[config.mk]
export PLATFORM = sky130hd
export DESIGN_NAME = usb_rx_pkt_flat
export DESIGN_NICKNAME = d
export VERILOG_FILES = /design/src/rtl/usb_pkg.sv /design/src/rtl/usb_rx_pkt_if.sv /design/src/rtl/usb_crc16_byte.sv /design/src/rtl/usb_rx_pkt.sv /design/src/flat_wrapper.sv
export SDC_FILE = /design/constraint.sdc
export NUM_CORES = 1
export LEC_CHECK = 0
export BUFFER_PORTS_ARGS = -buffer_cell sky130_fd_sc_hd__buf_2
export CORE_UTILIZATION = 55
export CTS_CLUSTER_SIZE = 20
export DETAILED_ROUTE_END_ITERATION = 10
export PLACE_DENSITY = 0.82
export SYNTH_ARGS = -nofsm -noshare
export SYNTH_HDL_FRONTEND = slang
export SYNTH_SLANG_ARGS = --single-unit
[constraint.sdc]
create_clock -name clk -period 3.5 [get_ports clk]
set_input_delay 0.175 -clock clk [delete_from_list [all_inputs] [get_ports clk]]
set_output_delay 0.175 -clock clk [all_outputs]
set_load 0.01 [all_outputs]
[src/rtl/usb_pkg.sv]
// Shared types and constants for the USB receive packet block.
// Holds the packet FSM state enum, PID codes, CRC16 parameters,
// err_code bit positions and a PID check helper.
package usb_pkg;

  localparam int unsigned BYTE_W     = 8;
  localparam int unsigned PID_W      = 4;
  localparam int unsigned CRC_W      = 16;
  localparam int unsigned ERR_W      = 3;
  localparam int unsigned BYTE_CNT_W = 11;
  localparam int unsigned STAT_W     = 16;

  typedef enum logic [2:0] {
    ST_IDLE,
    ST_PID,
    ST_DATA,
    ST_CHECK,
    ST_ABORT
  } state_t;

  localparam logic [PID_W-1:0] PID_DATA0 = 4'h3;
  localparam logic [PID_W-1:0] PID_DATA1 = 4'hB;
  localparam logic [PID_W-1:0] PID_ACK   = 4'h2;

  // Reflected CRC16; the register lands on the residual after the CRC bytes.
  localparam logic [CRC_W-1:0] CRC16_POLY     = 16'hA001;
  localparam logic [CRC_W-1:0] CRC16_INIT     = 16'hFFFF;
  localparam logic [CRC_W-1:0] CRC16_RESIDUAL = 16'hB001;

  localparam int unsigned ERR_PID_BIT   = 0;
  localparam int unsigned ERR_CRC_BIT   = 1;
  localparam int unsigned ERR_ABORT_BIT = 2;

  // Upper nibble of a PID byte must be the complement of the lower nibble.
  function automatic logic pid_check_ok(input logic [BYTE_W-1:0] b);
    return b[7:4] == ~b[3:0];
  endfunction

endpackage

[src/rtl/usb_rx_pkt_if.sv]
// Bus between the PHY-side receiver and the packet decoder.
// master: PHY side, drives rx_active/rx_valid/rx_data/rx_error.
// slave:  decoder, drives out_valid/out_data, pid, pkt_done, pkt_ok,
//         err_code, byte_cnt, good_cnt, bad_cnt.
interface usb_rx_pkt_if;
  import usb_pkg::*;

  logic                  rx_active;
  logic                  rx_valid;
  logic [BYTE_W-1:0]     rx_data;
  logic                  rx_error;
  logic                  out_valid;
  logic [BYTE_W-1:0]     out_data;
  logic [PID_W-1:0]      pid;
  logic                  pkt_done;
  logic                  pkt_ok;
  logic [ERR_W-1:0]      err_code;
  logic [BYTE_CNT_W-1:0] byte_cnt;
  logic [STAT_W-1:0]     good_cnt;
  logic [STAT_W-1:0]     bad_cnt;

  modport master (
    output rx_active, rx_valid, rx_data, rx_error,
    input  out_valid, out_data, pid, pkt_done, pkt_ok, err_code, byte_cnt,
           good_cnt, bad_cnt
  );

  modport slave (
    input  rx_active, rx_valid, rx_data, rx_error,
    output out_valid, out_data, pid, pkt_done, pkt_ok, err_code, byte_cnt,
           good_cnt, bad_cnt
  );

endinterface

[src/rtl/usb_crc16_byte.sv]
// Combinational CRC16 update for one byte, LSB first, reflected polynomial.
// Ports: crc_in (current register), data (byte), crc_c (updated register).
module usb_crc16_byte
  import usb_pkg::*;
(
  input  logic [CRC_W-1:0]  crc_in,
  input  logic [BYTE_W-1:0] data,
  output logic [CRC_W-1:0]  crc_c
);

  // Eight serial shift steps, one per wire bit.
  always_comb begin
    crc_c = crc_in;
    for (int i = 0; i < 8; i++) begin
      if (crc_c[0] ^ data[i]) crc_c = (crc_c >> 1) ^ CRC16_POLY;
      else                    crc_c = crc_c >> 1;
    end
  end

endmodule

[src/rtl/usb_rx_pkt.sv]
// USB receive packet decoder: checks PID and CRC16, strips the two CRC
// bytes from the payload stream, reports per-packet status and statistics.
// Ports: clk, reset (sync, active high), bus (usb_rx_pkt_if.slave).
// Parameter MAX_BYTES: largest payload accepted before overflow.
// Macro USB_RX_STATS_EN: enables saturating good_cnt/bad_cnt counters;
// without it both read as constant 0.
module usb_rx_pkt
  import usb_pkg::*;
#(
  parameter int unsigned MAX_BYTES = 1024
) (
  input logic         clk,
  input logic         reset,
  usb_rx_pkt_if.slave bus
);

  localparam int unsigned CNT_W = BYTE_CNT_W;
  localparam logic [CNT_W-1:0] CNT_MAX = CNT_W'(MAX_BYTES + 2);
  localparam logic [CNT_W-1:0] CNT_TWO = CNT_W'(2);

  state_t state_q, state_d;
  logic                  act_q;
  logic [CRC_W-1:0]      crc_q, crc_d, crc_step_c;
  logic [CNT_W-1:0]      cnt_q, cnt_d;
  logic [BYTE_W-1:0]     hold0_q, hold0_d, hold1_q, hold1_d;
  logic                  pid_err_q, pid_err_d;

  logic                  out_valid_q, out_valid_d;
  logic [BYTE_W-1:0]     out_data_q, out_data_d;
  logic [PID_W-1:0]      pid_q, pid_d;
  logic                  pkt_done_q, pkt_done_d;
  logic                  pkt_ok_q, pkt_ok_d;
  logic [ERR_W-1:0]      err_code_q, err_code_d;
  logic [BYTE_CNT_W-1:0] byte_cnt_q, byte_cnt_d;

  logic rising, fin, fin_abort, take_pid, crc_bad;

  usb_crc16_byte u_crc (
    .crc_in (crc_q),
    .data   (bus.rx_data),
    .crc_c  (crc_step_c)
  );

  // State and registered outputs. act_q resets high so a packet that is
  // already in flight at reset is skipped until rx_active drops.
  always_ff @(posedge clk) begin
    if (reset) begin
      state_q     <= ST_IDLE;
      act_q       <= 1'b1;
      crc_q       <= CRC16_INIT;
      cnt_q       <= '0;
      hold0_q     <= '0;
      hold1_q     <= '0;
      pid_err_q   <= 1'b0;
      out_valid_q <= 1'b0;
      out_data_q  <= '0;
      pid_q       <= '0;
      pkt_done_q  <= 1'b0;
      pkt_ok_q    <= 1'b0;
      err_code_q  <= '0;
      byte_cnt_q  <= '0;
    end else begin
      state_q     <= state_d;
      act_q       <= bus.rx_active;
      crc_q       <= crc_d;
      cnt_q       <= cnt_d;
      hold0_q     <= hold0_d;
      hold1_q     <= hold1_d;
      pid_err_q   <= pid_err_d;
      out_valid_q <= out_valid_d;
      out_data_q  <= out_data_d;
      pid_q       <= pid_d;
      pkt_done_q  <= pkt_done_d;
      pkt_ok_q    <= pkt_ok_d;
      err_code_q  <= err_code_d;
      byte_cnt_q  <= byte_cnt_d;
    end
  end

  // Next state, datapath and output values.
  always_comb begin
    state_d     = state_q;
    crc_d       = crc_q;
    cnt_d       = cnt_q;
    hold0_d     = hold0_q;
    hold1_d     = hold1_q;
    pid_err_d   = pid_err_q;
    out_valid_d = 1'b0;
    out_data_d  = out_data_q;
    pid_d       = pid_q;
    pkt_done_d  = 1'b0;
    pkt_ok_d    = pkt_ok_q;
    err_code_d  = err_code_q;
    byte_cnt_d  = byte_cnt_q;
    fin         = 1'b0;
    fin_abort   = 1'b0;
    take_pid    = 1'b0;
    crc_bad     = 1'b0;
    rising      = bus.rx_active & ~act_q;

    unique case (state_q)
      ST_IDLE: begin
        if (rising) begin
          crc_d     = CRC16_INIT;
          cnt_d     = '0;
          // A packet that never delivers a PID byte fails the PID check.
          pid_err_d = 1'b1;
          if (bus.rx_error)      state_d  = ST_ABORT;
          else if (bus.rx_valid) take_pid = 1'b1;
          else                   state_d  = ST_PID;
        end
      end
      ST_PID: begin
        if (!bus.rx_active) begin
          fin       = 1'b1;
          fin_abort = bus.rx_error;
        end else if (bus.rx_error) begin
          state_d = ST_ABORT;
        end else if (bus.rx_valid) begin
          take_pid = 1'b1;
        end
      end
      ST_DATA: begin
        if (!bus.rx_active) begin
          fin       = 1'b1;
          fin_abort = bus.rx_error;
        end else if (bus.rx_error) begin
          state_d = ST_ABORT;
        end else if (bus.rx_valid) begin
          if (cnt_q == CNT_MAX) begin
            state_d = ST_ABORT;
          end else begin
            crc_d   = crc_step_c;
            cnt_d   = cnt_q + CNT_W'(1);
            hold0_d = bus.rx_data;
            hold1_d = hold0_q;
            // Two bytes are always held back so the CRC never leaks out.
            if (cnt_q >= CNT_TWO) begin
              out_valid_d = 1'b1;
              out_data_d  = hold1_q;
            end
          end
        end
      end
      ST_CHECK: state_d = ST_IDLE;
      ST_ABORT: begin
        if (!bus.rx_active) begin
          fin       = 1'b1;
          fin_abort = 1'b1;
        end
      end
      default: state_d = ST_IDLE;
    endcase

    if (take_pid) begin
      pid_d     = bus.rx_data[3:0];
      pid_err_d = ~pid_check_ok(bus.rx_data);
      state_d   = ST_DATA;
    end

    // Packet end: the CRC register is final since no byte is taken once
    // rx_active is low, so status is settled on the edge that enters CHECK.
    if (fin) begin
      state_d    = ST_CHECK;
      pkt_done_d = 1'b1;
      byte_cnt_d = (cnt_q >= CNT_TWO) ? BYTE_CNT_W'(cnt_q - CNT_TWO) : '0;
      crc_bad    = (crc_q != CRC16_RESIDUAL) || (cnt_q < CNT_TWO);
      err_code_d = '0;
      err_code_d[ERR_PID_BIT] = pid_err_q;
      if (fin_abort) err_code_d[ERR_ABORT_BIT] = 1'b1;
      else           err_code_d[ERR_CRC_BIT]   = crc_bad;
      pkt_ok_d   = ~|err_code_d;
    end
  end

  assign bus.out_valid = out_valid_q;
  assign bus.out_data  = out_data_q;
  assign bus.pid       = pid_q;
  assign bus.pkt_done  = pkt_done_q;
  assign bus.pkt_ok    = pkt_ok_q;
  assign bus.err_code  = err_code_q;
  assign bus.byte_cnt  = byte_cnt_q;

`ifdef USB_RX_STATS_EN
  logic [STAT_W-1:0] good_q, bad_q;

  // Saturating statistics, updated together with the pkt_done pulse.
  always_ff @(posedge clk) begin
    if (reset) begin
      good_q <= '0;
      bad_q  <= '0;
    end else if (pkt_done_d) begin
      if (pkt_ok_d) begin
        if (good_q != '1) good_q <= good_q + STAT_W'(1);
      end else begin
        if (bad_q != '1) bad_q <= bad_q + STAT_W'(1);
      end
    end
  end

  assign bus.good_cnt = good_q;
  assign bus.bad_cnt  = bad_q;
`else
  assign bus.good_cnt = '0;
  assign bus.bad_cnt  = '0;
`endif

endmodule

[src/flat_wrapper.sv]
// flat-port wrapper written by rule: the top's interface ports become plain ports
module usb_rx_pkt_flat import usb_pkg::*;
#(
  parameter int unsigned MAX_BYTES = 1024
)
  (clk, reset, bus_rx_active, bus_rx_valid, bus_rx_data, bus_rx_error, bus_out_valid, bus_out_data, bus_pid, bus_pkt_done, bus_pkt_ok, bus_err_code, bus_byte_cnt, bus_good_cnt, bus_bad_cnt);
  usb_rx_pkt_if bus_i ();
  input logic clk;
  input logic reset;
  input wire logic [$bits(bus_i.rx_active)-1:0] bus_rx_active;
  input wire logic [$bits(bus_i.rx_valid)-1:0] bus_rx_valid;
  input wire logic [$bits(bus_i.rx_data)-1:0] bus_rx_data;
  input wire logic [$bits(bus_i.rx_error)-1:0] bus_rx_error;
  output wire logic [$bits(bus_i.out_valid)-1:0] bus_out_valid;
  output wire logic [$bits(bus_i.out_data)-1:0] bus_out_data;
  output wire logic [$bits(bus_i.pid)-1:0] bus_pid;
  output wire logic [$bits(bus_i.pkt_done)-1:0] bus_pkt_done;
  output wire logic [$bits(bus_i.pkt_ok)-1:0] bus_pkt_ok;
  output wire logic [$bits(bus_i.err_code)-1:0] bus_err_code;
  output wire logic [$bits(bus_i.byte_cnt)-1:0] bus_byte_cnt;
  output wire logic [$bits(bus_i.good_cnt)-1:0] bus_good_cnt;
  output wire logic [$bits(bus_i.bad_cnt)-1:0] bus_bad_cnt;
  assign bus_i.rx_active = bus_rx_active;
  assign bus_i.rx_valid = bus_rx_valid;
  assign bus_i.rx_data = bus_rx_data;
  assign bus_i.rx_error = bus_rx_error;
  assign bus_out_valid = bus_i.out_valid;
  assign bus_out_data = bus_i.out_data;
  assign bus_pid = bus_i.pid;
  assign bus_pkt_done = bus_i.pkt_done;
  assign bus_pkt_ok = bus_i.pkt_ok;
  assign bus_err_code = bus_i.err_code;
  assign bus_byte_cnt = bus_i.byte_cnt;
  assign bus_good_cnt = bus_i.good_cnt;
  assign bus_bad_cnt = bus_i.bad_cnt;
  usb_rx_pkt #(.MAX_BYTES(MAX_BYTES)) u_core (.clk(clk), .reset(reset), .bus(bus_i));
endmodule
==> out/metrics.csv, run 1 <==
metric;value;unit
ys async rst share;0;%
Worst-path clk slew;0.09;ns
register area share after synthesis;40.0;%
max_slew headroom;43.0;%
synth warn;0;
RSZ-0062 raised after global routing;no;
vias in the first global route;2760;
Final ANT Viol Nets;0;
hold bufs inserted after CTS;0;
Final Setup Violations;0;
Diodes inserted;0;
Synth area leaders;dfxtp_1 (40%), buf_4 (6.6%), nand2_1 (5.8%), xnor2_1 (4.8%), a21oi_1 (4.4%);
CTS root buffer;clkbuf_8;
Syn-to-layout area delta;7.73;%
Final Skew;0.00955;ns
CP required;3.79;ns
nets@finish;493;
most common cell after layout, fill and taps aside;dfxtp_1;
Resized cells post-CTS;0;
FMAX;0.387;GHz
DRT Wirelength;7640;microns
detailed-route via count;3112;
area of the mapped netlist;0.00385;sq mm
DRT iter0 DRCs;223;
total power;2.35;mW
Worst EP arrival;2.87;ns
hold crit path type;in -> reg;
largest net degree at the start of global routing;51;
cell area power density;567;mW/mm^2
Worst IR Drop VDD;0.246;mV
Hold WS;0.0998;ns
post-CTS setup buffers;0;
Final Max Tran Viols;0;
fill count;604;
fin area;0.00415;sq mm
Via-to-Cell Ratio;5.39;
H-tree Lvls;3;
Final Wtd Congestion;0.877;
GRT overflow;0;
syn_area_per_cell;8.58;sq um
core area;0.00679;sq mm
LEAKAGE;1.68;nW
setup_tns;0;ns
max cap viols;0;
CTS Buf Count;9;
clk_lat worst skew;0.35;ns
Die H;85.7;microns
CP Class;reg -> reg;
CP max FO;24;
Cells after Synth;449;
initial antenna violation count;0;
routed length per instance;13.2;microns
most used flip-flop cell after synthesis;dfxtp_1;
layout cells sized above 1;15.0;%
Port-buffer cells;41;
Die Width;85.7;microns
Num Clock Sinks;77;
Site Rows;30;
pre-CTS setup slack;0.948;ns
final period utilization;73.8;%
largest area contributor in the netlist;dfxtp_1;
placed cell area;0.00395;sq mm
Hold Vio Cnt, Final;0;
most frequent cells in the layout;dfxtp_1 (77), nand2_1 (60), buf_2 (41), a21oi_1 (34), conb_1 (32);
drt pass-1 iters;4;
first-pass GRT wire length;12800;microns
Total Die Area;0.00735;sq mm
Ports;74;
hpwl dp;5360;microns
Startpoint Class;register;
starting density of the core;56.7;%
Crit. End Element;register;
GRT Util Overall;22.0;%
Clock Tree Buf Depth;2;
synthesis-stage register bit count;77;
status;complete, no violations;
EDFF count, synth;0;
setup slack after layout;0.917;ns
worst slew pin tran;0.855;ns
# DRC;0;
top cell type's share of synthesized area;40.0;%
CTS tree;yes;
minimum clock period after layout;2.58;ns
Cell variety after synth;54;
[registers in the layout, indices dropped and copies added (netlist names), 3 cells and up]
register,cells
u_core.hold0_q,8
u_core.crc_q,16
u_core.bus.err_code,3
u_core.cnt_q,11
u_core.bus.out_data,8
u_core.hold1_q,8
u_core.state_q,3
u_core.bus.byte_cnt,11
u_core.bus.pid,4
[stage by stage]
stage / std cells / util [%]
final: 577 / 61.1
after global routing: 577 / 61.1
after CTS: 577 / 61.1
after detailed placement: 561 / 58.1
after global placement: 561 / 58.1
after floorplan: 480 / -
[layout make-up]
class / instances / area, sq um / area share [%]
Multi-Input combinational cell: 338 / 2040 / 49.1
Sequential cell: 77 / 1540 / 37.1
Timing Repair Buffer: 43 / 220 / 5.30
Clock buffer: 9 / 124 / 2.98
Tap cell: 96 / 120 / 2.89
Clock inverter: 7 / 81.3 / 1.96
Inverter: 7 / 26.3 / 0.633
[power breakdown]
part           leakage [nW]  internal [mW]  switching [mW]  total, mW
clock network        0.0944          0.339           0.360      0.699
logic                 0.962          0.261           0.358      0.620
registers             0.623          0.949          0.0851       1.03
total                  1.68           1.55           0.803       2.35
[synthesized netlist by cell type (all sizes together) (4+ instances only)]
cell,count
o21ai,16
o21bai,6
nor2,30
nor3b,4
nand2,60
dfxtp,77
o2bb2ai,10
or2,6
a211oi,5
nor3,15
o211ai,5
a21oi,34
buf,43
xor2,13
xnor2,21
inv,7
mux2i,4
nand3,18
ha,4
nor4,8
clkbuf,15
or3,6
[worst max-delay path: stages (launching register included)]
cell and delay [ns]:
dfxtp_1 0.48, or3b_1 0.61, nor3_4 0.21, buf_4 0.23, o21ai_2 0.27, or4_1 0.57
a21oi_1 0.15
[routing by layer]
| metal | wire length (microns) | share of wire [%] | global-route usage [%] | up-vias |
|---|---|---|---|---|
| met1 | 3610 | 47 | 29.8 | 1462 |
| met4 | 143 | 1.9 | 9.09 | 0 |
| met5 | 0 | 0 | 0 | - |
| met2 | 3530 | 46 | 33.7 | 84 |
| met3 | 357 | 4.7 | 5.49 | 15 |
| li1 | - | - | - | 1551 |
[worst paths after layout]
check                                  startpoint                end  slack, ns  cells past startpoint
worst max-delay path            u_core.state_q[2]    u_core.cnt_q[6]       0.92                      6
worst max register to register  u_core.state_q[2]    u_core.cnt_q[6]       0.92                      6
worst min register to register  u_core.hold0_q[6]  u_core.hold1_q[6]       0.45                      2
worst min-delay path               bus_rx_data[6]  u_core.hold0_q[6]        0.1                      3
[cells by family after synthesis]
family,share of synthesized area (%)
other,0.0973
and+or+nand+nor,21.6
muxes,1.04
adders and majority gates,1.30
DFF,40.0
buffers and inverters,10.1
xor gates and xnor gates,9.48
AOI/OAI and AO/OA,16.4
No activity file was read; power rests on OpenSTA's default activity.
==> inputs of run 2 (changes only) <==
==> constraint.sdc (replaced) <==
create_clock -name clk -period 2.51 [get_ports clk]
set_input_delay 0.1255 -clock clk [delete_from_list [all_inputs] [get_ports clk]]
set_output_delay 0.1255 -clock clk [all_outputs]
set_load 0.01 [all_outputs]
==> run 2 against run 1 <==
Compared with the run above:
- register-to-register slack lost 0.67 ns
- highest routed layer unchanged
- largest power group unchanged
- first-iteration DRC count rose by 0.90%
- utilization rose by 0.77 points
- maximum frequency is 14% higher
- sequential power rose by 38%
- critical endpoint is now u_core.bus.byte_cnt[0]
- flip-flop and latch count stayed put
- via count grew 0.45%
==> out/metrics.csv, run 2 (same netlist as run 1, synthesis figures left out) <==
metric;value;unit;change
hpwl dp;5290;microns;was 5360 microns
Switching Power;1.11;mW;was 803 uW
core area;0.00679;sq mm;unchanged
GR Util met2;34.4;%;was 33.7%
layer with the highest usage;met2;;unchanged
Ports;74;;unchanged
Die Width;85.7;microns;unchanged
CTS tree;yes;;unchanged
area of the multi-input gates;0.00204;sq mm;unchanged
Worst IR Drop VDD;0.447;mV;was 0.246 mV
setup_tns;0;ns;unchanged
Worst Setup SP;u_core.cnt_q[2];;was u_core.state_q[2]
# DRC;0;;unchanged
clk_lat worst skew;0.36;ns;was 0.35 ns
most frequent cells in the layout;dfxtp_1 (77), nand2_1 (60), buf_2 (41), a21oi_1 (34), conb_1 (32);;unchanged
Site Rows;30;;unchanged
P_int;2.19;mW;was 1.55 mW
Via-to-Cell Ratio;5.34;;was 5.39
CP max FO;10;;was 24
post-CTS setup buffers;0;;unchanged
Resized cells post-CTS;0;;unchanged
Final Setup Violations;0;;unchanged
max cap viols;0;;unchanged
final period utilization;90.1;%;was 73.8%
CP Class;reg -> reg;;unchanged
hold crit path type;in -> reg;;unchanged
status;complete, no violations;;unchanged
nets@finish;501;;was 493
Diodes inserted;0;;unchanged
register area;0.00154;sq mm;unchanged
Largest register FFs;16;;unchanged
minimum clock period after layout;2.26;ns;was 2.58 ns
placed cell area;0.00401;sq mm;was 0.00395 sq mm
Clk pwr share;28.5;%;was 29.7%
vias in the first global route;2830;;was 2760
fill count;590;;was 604
initial antenna violation count;0;;unchanged
LEAKAGE;1.73;nW;was 1.68 nW
Sw Ratio;33.7;%;was 34.1%
Crit. End Element;register;;unchanged
worst slew pin tran;0.862;ns;was 0.855 ns
Final Skew;0.00980;ns;was 0.00955 ns
detailed-route via count;3126;;was 3112
CTS Buf Count;9;;unchanged
CTS root buffer;clkbuf_8;;unchanged
fin area;0.00420;sq mm;was 0.00415 sq mm
FF-to-FF Start;u_core.cnt_q[2];;was u_core.state_q[2]
routed length per instance;12.9;microns;was 13.2 microns
Port-buffer cells;41;;unchanged
Total Die Area;0.00735;sq mm;unchanged
max_slew headroom;42.6;%;was 43.0%
RSZ-0062 raised after global routing;no;;unchanged
hold path start;bus_rx_data[4];;was bus_rx_data[6]
layout cells sized above 1;16.4;%;was 15.0%
Syn-to-layout area delta;9.09;%;was 7.73%
Final Wtd Congestion;0.826;;was 0.877
Final Max Tran Viols;0;;unchanged
grt met3 use;5.20;%;was 5.49%
Top reg by flops;u_core.crc_q;;unchanged
DRT iter0 DRCs;225;;was 223
Final ANT Viol Nets;0;;unchanged
hold bufs inserted after CTS;0;;unchanged
Num Clock Sinks;77;;unchanged
Die H;85.7;microns;unchanged
FMAX;0.442;GHz;was 0.387 GHz
Startpoint Class;register;;unchanged
GRT Util Overall;22.5;%;was 22.0%
power share of the combinational group;28.4;%;was 26.3%
Hold Vio Cnt, Final;0;;unchanged
Clock Tree Buf Depth;2;;unchanged
Worst EP arrival;2.49;ns;was 2.87 ns
GRT overflow;0;;unchanged
total power;3.30;mW;was 2.35 mW
Worst-path clk slew;0.08;ns;was 0.09 ns
DRT Wirelength;7560;microns;was 7640 microns
CP required;2.74;ns;was 3.79 ns
most common cell after layout, fill and taps aside;dfxtp_1;;unchanged
cell area power density;786;mW/mm^2;was 567 mW/mm^2
M1 GR Usage;30.2;%;was 29.8%
starting density of the core;56.7;%;unchanged
H-tree Lvls;3;;unchanged
largest net degree at the start of global routing;51;;unchanged
first-pass GRT wire length;13000;microns;was 12800 microns
drt pass-1 iters;5;;was 4
Sequential Power Share;43.1;%;was 44.0%
==> run 2: cell types whose count changed in the layout (fill, tap and decap cells not counted) <==
cell,previous run,this run
buf_4,2,10
clkinv_2,0,2
clkinv_4,0,1
clkinvlp_4,3,1
inv_8,1,0
==> run 2: layout make-up <==
cell class	instances	share of cell area [%]
Clock buffer	9	2.95
Clock inverter	7	1.76
Inverter	7	0.625
Multi-Input combinational cell	338	48.5
Sequential cell	77	36.7
Tap cell	96	2.86
Timing Repair Buffer	51	6.67
==> run 2: final timing paths <==
kind	end	slack (ns)	cells after the start
max	u_core.bus.byte_cnt[0]	0.25	7
min	u_core.hold0_q[4]	0.04	3
max reg2reg	u_core.bus.byte_cnt[0]	0.25	7
min reg2reg	u_core.bus.byte_cnt[4]	0.45	2
==> run 2: routing by layer <==
metal / share of wire [%] / vias up
li1: - / 1568
met1: 47 / 1456
met2: 46 / 93
met3: 5.2 / 9
met4: 1.3 / 0
met5: 0 / -
==> run 2: power groups by stage <==
| stage | Clock [mW] | Sequential, mW | Combinational [mW] |
|---|---|---|---|
| after floorplan | 0 | 1.42 | 0.787 |
| after CTS | 0.961 | 1.42 | 0.938 |
| after detailed placement | 0 | 1.45 | 0.934 |
| after global routing | 1.02 | 1.44 | 1.05 |
| after global placement | 0 | 1.44 | 0.917 |
| final | 0.940 | 1.42 | 0.940 |
==> run 2: worst max-delay path, cell delays in order (launching register included) <==
cell and delay (ns):
dfxtp_1 0.35, inv_1 0.10, ha_1 0.21, or3b_2 0.48, or2_2 0.30, nor4_1 0.22
or3_1 0.34, o2bb2ai_1 0.13
==> run 2: metrics by stage <==
stage               std cells  utilization (%)  hold slack [ns]  worst slack (ns)
global placement          569             59.0            0.417             0.324
global route              585             61.9           0.0493            0.0378
finish                    585             61.9           0.0402             0.248
CTS                       585             61.9           0.0272             0.257
floorplan                 480                -            0.232             0.493
detailed placement        569             59.0            0.416             0.279
